## config.mk

```make
export PLATFORM = sky130hd
export DESIGN_NAME = motor_hbridge_sequencer_flat
export DESIGN_NICKNAME = d
export VERILOG_FILES = /design/src/rtl/motor_hbridge_sequencer_if.sv /design/src/rtl/motor_hbridge_sequencer.sv /design/src/flat_wrapper.sv
export SDC_FILE = /design/constraint.sdc
export NUM_CORES = 1
export LEC_CHECK = 0
export CAP_MARGIN = 0
export CORE_MARGIN = 1.5
export CORE_UTILIZATION = 45
export DETAILED_ROUTE_END_ITERATION = 8
export PLACE_DENSITY = 0.66
export SLEW_MARGIN = 10
export SYNTH_ARGS = -nofsm -noshare
export SYNTH_HDL_FRONTEND = slang
export SYNTH_SLANG_ARGS = --single-unit
```

## constraint.sdc

```tcl
create_clock -name clk -period 3.6 [get_ports clk]
set_clock_uncertainty 0.15 [all_clocks]
set_input_delay 0.72 -clock clk [delete_from_list [all_inputs] [get_ports clk]]
set_output_delay 0.72 -clock clk [all_outputs]
set_load 0.05 [all_outputs]
```

## src/rtl/motor_hbridge_sequencer_if.sv

```systemverilog
// Command handshake between a drive controller and the H-bridge sequencer.
// The master supplies direction and target duty, and the slave answers with cmd_ready.
interface motor_hbridge_sequencer_if;
   logic [1:0] cmd;
   logic       cmd_valid;
   logic [7:0] duty;
   logic       cmd_ready;

   modport master (output cmd, output cmd_valid, output duty, input cmd_ready);
   modport slave  (input cmd, input cmd_valid, input duty, output cmd_ready);
endinterface

```

## src/rtl/motor_hbridge_sequencer.sv

```systemverilog
// Dual H-bridge sequencer with dead time before each new direction, soft-start duty ramp and PWM gating.
// Gate enables are decoded from registered state only, so an asynchronous reset blanks them at once.
module motor_hbridge_sequencer #(
   parameter int DEAD_CYC = 4,
   parameter int RAMP_DIV = 16
) (
   input  logic                       clk,
   input  logic                       rst_n,
   input  logic                       ena,
   motor_hbridge_sequencer_if.slave   cmd_if,
   output logic [3:0]                 motor_out,
   output logic                       busy,
   output logic [1:0]                 state_o
);

   localparam int DCW = (DEAD_CYC > 1) ? $clog2(DEAD_CYC) : 1;
   localparam int RCW = (RAMP_DIV > 1) ? $clog2(RAMP_DIV) : 1;
   localparam logic [DCW-1:0] DEAD_LAST = DCW'(DEAD_CYC - 1);
   localparam logic [RCW-1:0] RAMP_LAST = RCW'(RAMP_DIV - 1);
   localparam logic [1:0]     CMD_STANDBY = 2'b00;

   typedef enum logic [1:0] {
      IDLE = 2'b00,
      DEAD = 2'b01,
      RAMP = 2'b10,
      RUN  = 2'b11
   } state_t;

   state_t         state;
   logic [1:0]     cur_cmd;
   logic [7:0]     tgt_duty;
   logic [7:0]     cur_duty;
   logic [DCW-1:0] dead_cnt;
   logic [RCW-1:0] ramp_cnt;
   logic [7:0]     pwm_cnt;
   logic           cmd_ready;
   logic           accept;
   logic           pwm_on;

   // Opposing gates of one leg are never enabled together: each code sets at most one bit per leg.
   function automatic logic [3:0] drive_map(input logic [1:0] dir);
      logic [3:0] gates;
      case (dir)
         2'b01:   gates = 4'b1010;
         2'b10:   gates = 4'b1001;
         2'b11:   gates = 4'b0110;
         default: gates = 4'b0000;
      endcase
      return gates;
   endfunction

   assign cmd_ready        = ena && (state != DEAD);
   assign cmd_if.cmd_ready = cmd_ready;
   assign accept           = cmd_if.cmd_valid && cmd_ready;
   assign pwm_on           = (pwm_cnt < cur_duty);
   assign motor_out        = (((state == RAMP) || (state == RUN)) && pwm_on) ? drive_map(cur_cmd) : 4'b0000;
   assign busy             = (state == DEAD) || (state == RAMP);
   assign state_o          = state;

   always_ff @(posedge clk or negedge rst_n) begin
      if (!rst_n) begin
         state    <= IDLE;
         cur_cmd  <= 2'b00;
         tgt_duty <= 8'd0;
         cur_duty <= 8'd0;
         dead_cnt <= '0;
         ramp_cnt <= '0;
         pwm_cnt  <= 8'd0;
      end else begin
         pwm_cnt <= pwm_cnt + 8'd1;
         if (!ena) begin
            state    <= IDLE;
            cur_duty <= 8'd0;
            dead_cnt <= '0;
            ramp_cnt <= '0;
         end else if (accept && (cmd_if.cmd == CMD_STANDBY)) begin
            state    <= IDLE;
            cur_cmd  <= CMD_STANDBY;
            tgt_duty <= 8'd0;
            cur_duty <= 8'd0;
            dead_cnt <= '0;
            ramp_cnt <= '0;
         end else begin
            case (state)
               IDLE: begin
                  if (accept) begin
                     cur_cmd  <= cmd_if.cmd;
                     tgt_duty <= cmd_if.duty;
                     cur_duty <= 8'd0;
                     dead_cnt <= '0;
                     state    <= DEAD;
                  end
               end
               DEAD: begin
                  if (dead_cnt == DEAD_LAST) begin
                     dead_cnt <= '0;
                     ramp_cnt <= '0;
                     state    <= RAMP;
                  end else begin
                     dead_cnt <= dead_cnt + 1'b1;
                  end
               end
               RAMP, RUN: begin
                  // An accepted command pre-empts a ramp step due in the same cycle.
                  if (accept && (cmd_if.cmd != cur_cmd)) begin
                     cur_cmd  <= cmd_if.cmd;
                     tgt_duty <= cmd_if.duty;
                     cur_duty <= 8'd0;
                     dead_cnt <= '0;
                     state    <= DEAD;
                  end else if (accept) begin
                     tgt_duty <= cmd_if.duty;
                     if (cmd_if.duty <= cur_duty) begin
                        cur_duty <= cmd_if.duty;
                        state    <= RUN;
                     end else begin
                        ramp_cnt <= '0;
                        state    <= RAMP;
                     end
                  end else if (state == RAMP) begin
                     if (cur_duty >= tgt_duty) begin
                        state <= RUN;
                     end else if (ramp_cnt == RAMP_LAST) begin
                        cur_duty <= cur_duty + 8'd1;
                        ramp_cnt <= '0;
                     end else begin
                        ramp_cnt <= ramp_cnt + 1'b1;
                     end
                  end
               end
               default: state <= IDLE;
            endcase
         end
      end
   end

endmodule

```

## src/flat_wrapper.sv

```systemverilog
// flat-port wrapper written by rule: the top's interface ports become plain ports
module motor_hbridge_sequencer_flat 
#(
   parameter int DEAD_CYC = 4,
   parameter int RAMP_DIV = 16
)
  (clk, rst_n, ena, motor_out, busy, state_o, cmd_if_cmd, cmd_if_cmd_valid, cmd_if_duty, cmd_if_cmd_ready);
  motor_hbridge_sequencer_if cmd_if_i ();
  input  logic clk;
  input  logic rst_n;
  input  logic ena;
  output logic [3:0] motor_out;
  output logic busy;
  output logic [1:0] state_o;
  input wire logic [$bits(cmd_if_i.cmd)-1:0] cmd_if_cmd;
  input wire logic [$bits(cmd_if_i.cmd_valid)-1:0] cmd_if_cmd_valid;
  input wire logic [$bits(cmd_if_i.duty)-1:0] cmd_if_duty;
  output wire logic [$bits(cmd_if_i.cmd_ready)-1:0] cmd_if_cmd_ready;
  assign cmd_if_i.cmd = cmd_if_cmd;
  assign cmd_if_i.cmd_valid = cmd_if_cmd_valid;
  assign cmd_if_i.duty = cmd_if_duty;
  assign cmd_if_cmd_ready = cmd_if_i.cmd_ready;
  motor_hbridge_sequencer #(.DEAD_CYC(DEAD_CYC), .RAMP_DIV(RAMP_DIV)) u_core (.clk(clk), .rst_n(rst_n), .ena(ena), .cmd_if(cmd_if_i), .motor_out(motor_out), .busy(busy), .state_o(state_o));
endmodule
```

==> run_results.csv <==
group,metric,value,unit
outcome,outcome,"complete, no violations",
timing,tightest_slew,547,ps
yosys,seq_area_frac_synth,33.1,%
detailed_routing,final_antenna_net_count,0,
timing,finalCriticalPeriod,3350,ps
detailed_routing,drcViolationCount,0,
yosys,syn_avg_cell_area,9.59,sq um
power_and_ir_drop,power.total,1.76,mW
floorplanning,rows,27,
clocking,cts-buffers-inserted,5,
yosys,synth.distinct_cells,56,
yosys,synth.net_count,319,
clocking,clk_latency,290,ps
detailed_routing,drtPass1Iterations,4,
clocking,htree_num_levels,2,
yosys,synth_top_family_by_area,"compound AO/OA/AOI/OAI gates",
floorplanning,start_util,46.7,%
detailed_routing,vias,2132,
yosys,ys_seq_elements,34,
yosys,synthesis.area,2570,sq um
detailed_routing,viasPerCell,5.76,
floorplanning,die_h,78.6,microns
yosys,synth-xor-area-share,2.39,%
critical_path,cp_data_required_time,2730,ps
yosys,synth_mux_area_share,2.78,%
power_and_ir_drop,power_density,587,nW/um^2
timing,tns,0,ps
global_routing,overflow,0,
timing,fmax,299,MHz
floorplanning,die_w,78.6,microns
yosys,synth_top_area_share,33.1,%
yosys,synth-simple-area-share,17.1,%
global_routing,grt_start_max_net_pins,35,
finish,syn_to_final_growth,16.7,%
yosys,synth_async_sr_flop_share,100,%
floorplanning,die_area,6170,sq um
place,dp_hpwl,4440,microns
clocking,cts_tree,"yes",
critical_path,setup.worst_path.start_class,"flip-flop",
finish,layout.nets,348,
finish,fill_cells,501,
hold_path,hold_path.class,"reg2reg",
place,port-buffer-count,21,
clocking,clock_sinks,34,
finish,diodes,0,
yosys,synthTopCellsByCount,"ha_1 (37), dfrtp_1 (34), inv_1 (24)",
hold_path,min-delay-start,"u_core.pwm_cnt[7]$_DFF_PN0_",
critical_path,critical_path.startpoint,"u_core.cur_duty[1]$_DFFE_PN0P_",
yosys,yosys_warnings,0,
clocking,postCtsSetupBuffers,0,
detailed_routing,wl_per_cell,15.7,microns
detailed_routing,routed_wl,5800,microns
global_routing,grt_pass1_wl,9890,microns
yosys,synth_compound_area_share,22.2,%
yosys,netlist_instances,268,
floorplanning,fp.coreArea,5510,sq um
place,gp_congestion,0.828,
critical_path,critPathKind,"reg2out",
global_routing,antenna_found_initial,0,
critical_path,crit_path_end_kind,"output port",
job,drv_cap,0,
yosys,synth_edf_count,0,
critical_path,r2r_start,"u_core.state_o[0]$_DFFE_PN0P_",
yosys,synth_most_common_cell,"ha_1",
timing,slew_violations,0,
critical_path,arrival,2480,ps
timing,rsz0062_at_grt,"no",
clocking,clockRootBuffer,"clkbuf_8",
floorplanning,ios,22,
power_and_ir_drop,leakagePower,1.35,nW
detailed_routing,drtIter0Drc,110,
timing,relSlewSlack,63.1,%
clocking,clkSlewWorstSetupHoldPaths,70,ps
clocking,cts_buffer_depth,2,
power_and_ir_drop,ir_drop,366,uV
timing,setup_violations,0,
yosys,synthTopCellsByArea,"dfrtp_1 (33%), ha_1 (18%), inv_1 (3.5%), nand2_1 (3.4%), o22ai_1 (2.7%)",
timing,hold_violations,0,
timing,period_share,93.0,%
global_routing,grt_use_total,20.6,%
yosys,synth_area_leader_cell,"dfrtp_1",
global_routing,grt_pass1_vias,2060,
critical_path,crit_fanout,5,
yosys,synth_fa_ha_area_share,18.0,%
yosys,yosys_most_used_dff,"dfrtp_1",
finish,drive_gt1_share,11.7,%
==> worst paths after layout <==
| check | to | slack [ps] | cells past startpoint |
|---|---|---|---|
| worst max-delay path | motor_out[1] | 250 | 8 |
| worst min-delay path | u_core.pwm_cnt[7]$_DFF_PN0_ | 330 | 1 |
| worst max register to register | u_core.cur_duty[7]$_DFFE_PN0P_ | 770 | 8 |
| worst min register to register | u_core.pwm_cnt[7]$_DFF_PN0_ | 330 | 1 |
| max in group asynchronous | u_core.ramp_cnt[0]$_DFFE_PN0P_ | 2290 | 2 |
| min in group asynchronous | u_core.pwm_cnt[5]$_DFF_PN0_ | 680 | 2 |
==> registers in the layout, summed over array words and instances (netlist names) <==
signal and flops:
u_core.cur_cmd 2, u_core.cur_duty 8, u_core.dead_cnt 2, u_core.pwm_cnt 8, u_core.ramp_cnt 4, u_core.state_o 2
u_core.tgt_duty 8
==> through the flow <==
step / util (%) / worst slack, ps / std cells / hold WS [ps] / cell area [sq um]
after floorplan: - / 102 / 268 / 274 / 2570
after global placement: 52.4 / 407 / 362 / 317 / 2890
after global routing: 54.5 / 22.1 / 370 / 368 / 3000
after CTS: 54.4 / 171 / 370 / 336 / 3000
final: 54.5 / 251 / 370 / 331 / 3000
after detailed placement: 52.4 / 364 / 362 / 324 / 2890
==> per-layer routing <==
metal,vias up,GRT usage [%],wire length [microns]
li1,1051,-,-
met1,1018,27.4,2730
met2,57,32.9,2700
met3,6,4.53,305
met4,0,6.79,64
met5,-,0,0
==> critical path, stage by stage (launching register included) <==
cell      delay [ps]
dfrtp_1          460
inv_1            100
ha_1             280
a21o_1           160
a21oi_1          150
o211ai_1         140
a211oi_1         400
nor3b_2          330
buf_12           180
==> cells by family after synthesis <==
group | after synthesis
and+or+nand+nor | 83
xor gates and xnor gates | 7
muxes | 6
DFF | 34
adders and majority gates | 37
AOI/OAI and AO/OA | 73
buffers and inverters | 28
==> repair_timing <==
action / 4_1_cts / 5_1_grt
setup endpoints to repair: 0 / 1
hold buffers: 0 / 0
gates resized for setup: 0 / 1
==> power by group <==
group	switching [mW]	internal [mW]	total [mW]
logic	0.535	0.349	0.884
clock network	0.144	0.204	0.348
registers	0.0786	0.452	0.531
total	0.757	1.01	1.76
==> placed cells by master (no fill, tap or decap), types with 3 or more instances in the layout <==
cell type	Yosys	layout
a211oi_1	5	5
a21oi_1	12	12
or2_1	3	3
a21o_1	5	5
o22ai_1	11	11
and2_1	4	4
nand2b_1	4	4
o21a_1	3	3
inv_1	24	24
buf_4	0	8
o32ai_2	3	3
nand3_1	6	6
nand4_1	6	6
xor2_1	3	3
clkbuf_8	0	5
clkdlybuf4s50_1	0	17
xnor2_1	4	4
and3_1	4	4
nand2_1	23	23
o21ai_1	3	3
nor2_1	14	14
nor3_1	8	8
mux2_2	4	4
dfrtp_1	34	34
ha_1	37	37
o211ai_1	4	4
o21ai_0	3	3
o31ai_1	5	5
==> final cells by class <==
cell class	instances	area (sq um)	area share [%]
Tap cell	72	90.1	3.00
Multi-Input combinational cell	206	1610	53.7
Inverter	24	90.1	3.00
Clock buffer	5	68.8	2.29
Timing Repair Buffer	26	250	8.34
Sequential cell	34	851	28.4
Clock inverter	3	40.0	1.33
Note: power is estimated with default switching activity, not from simulation.
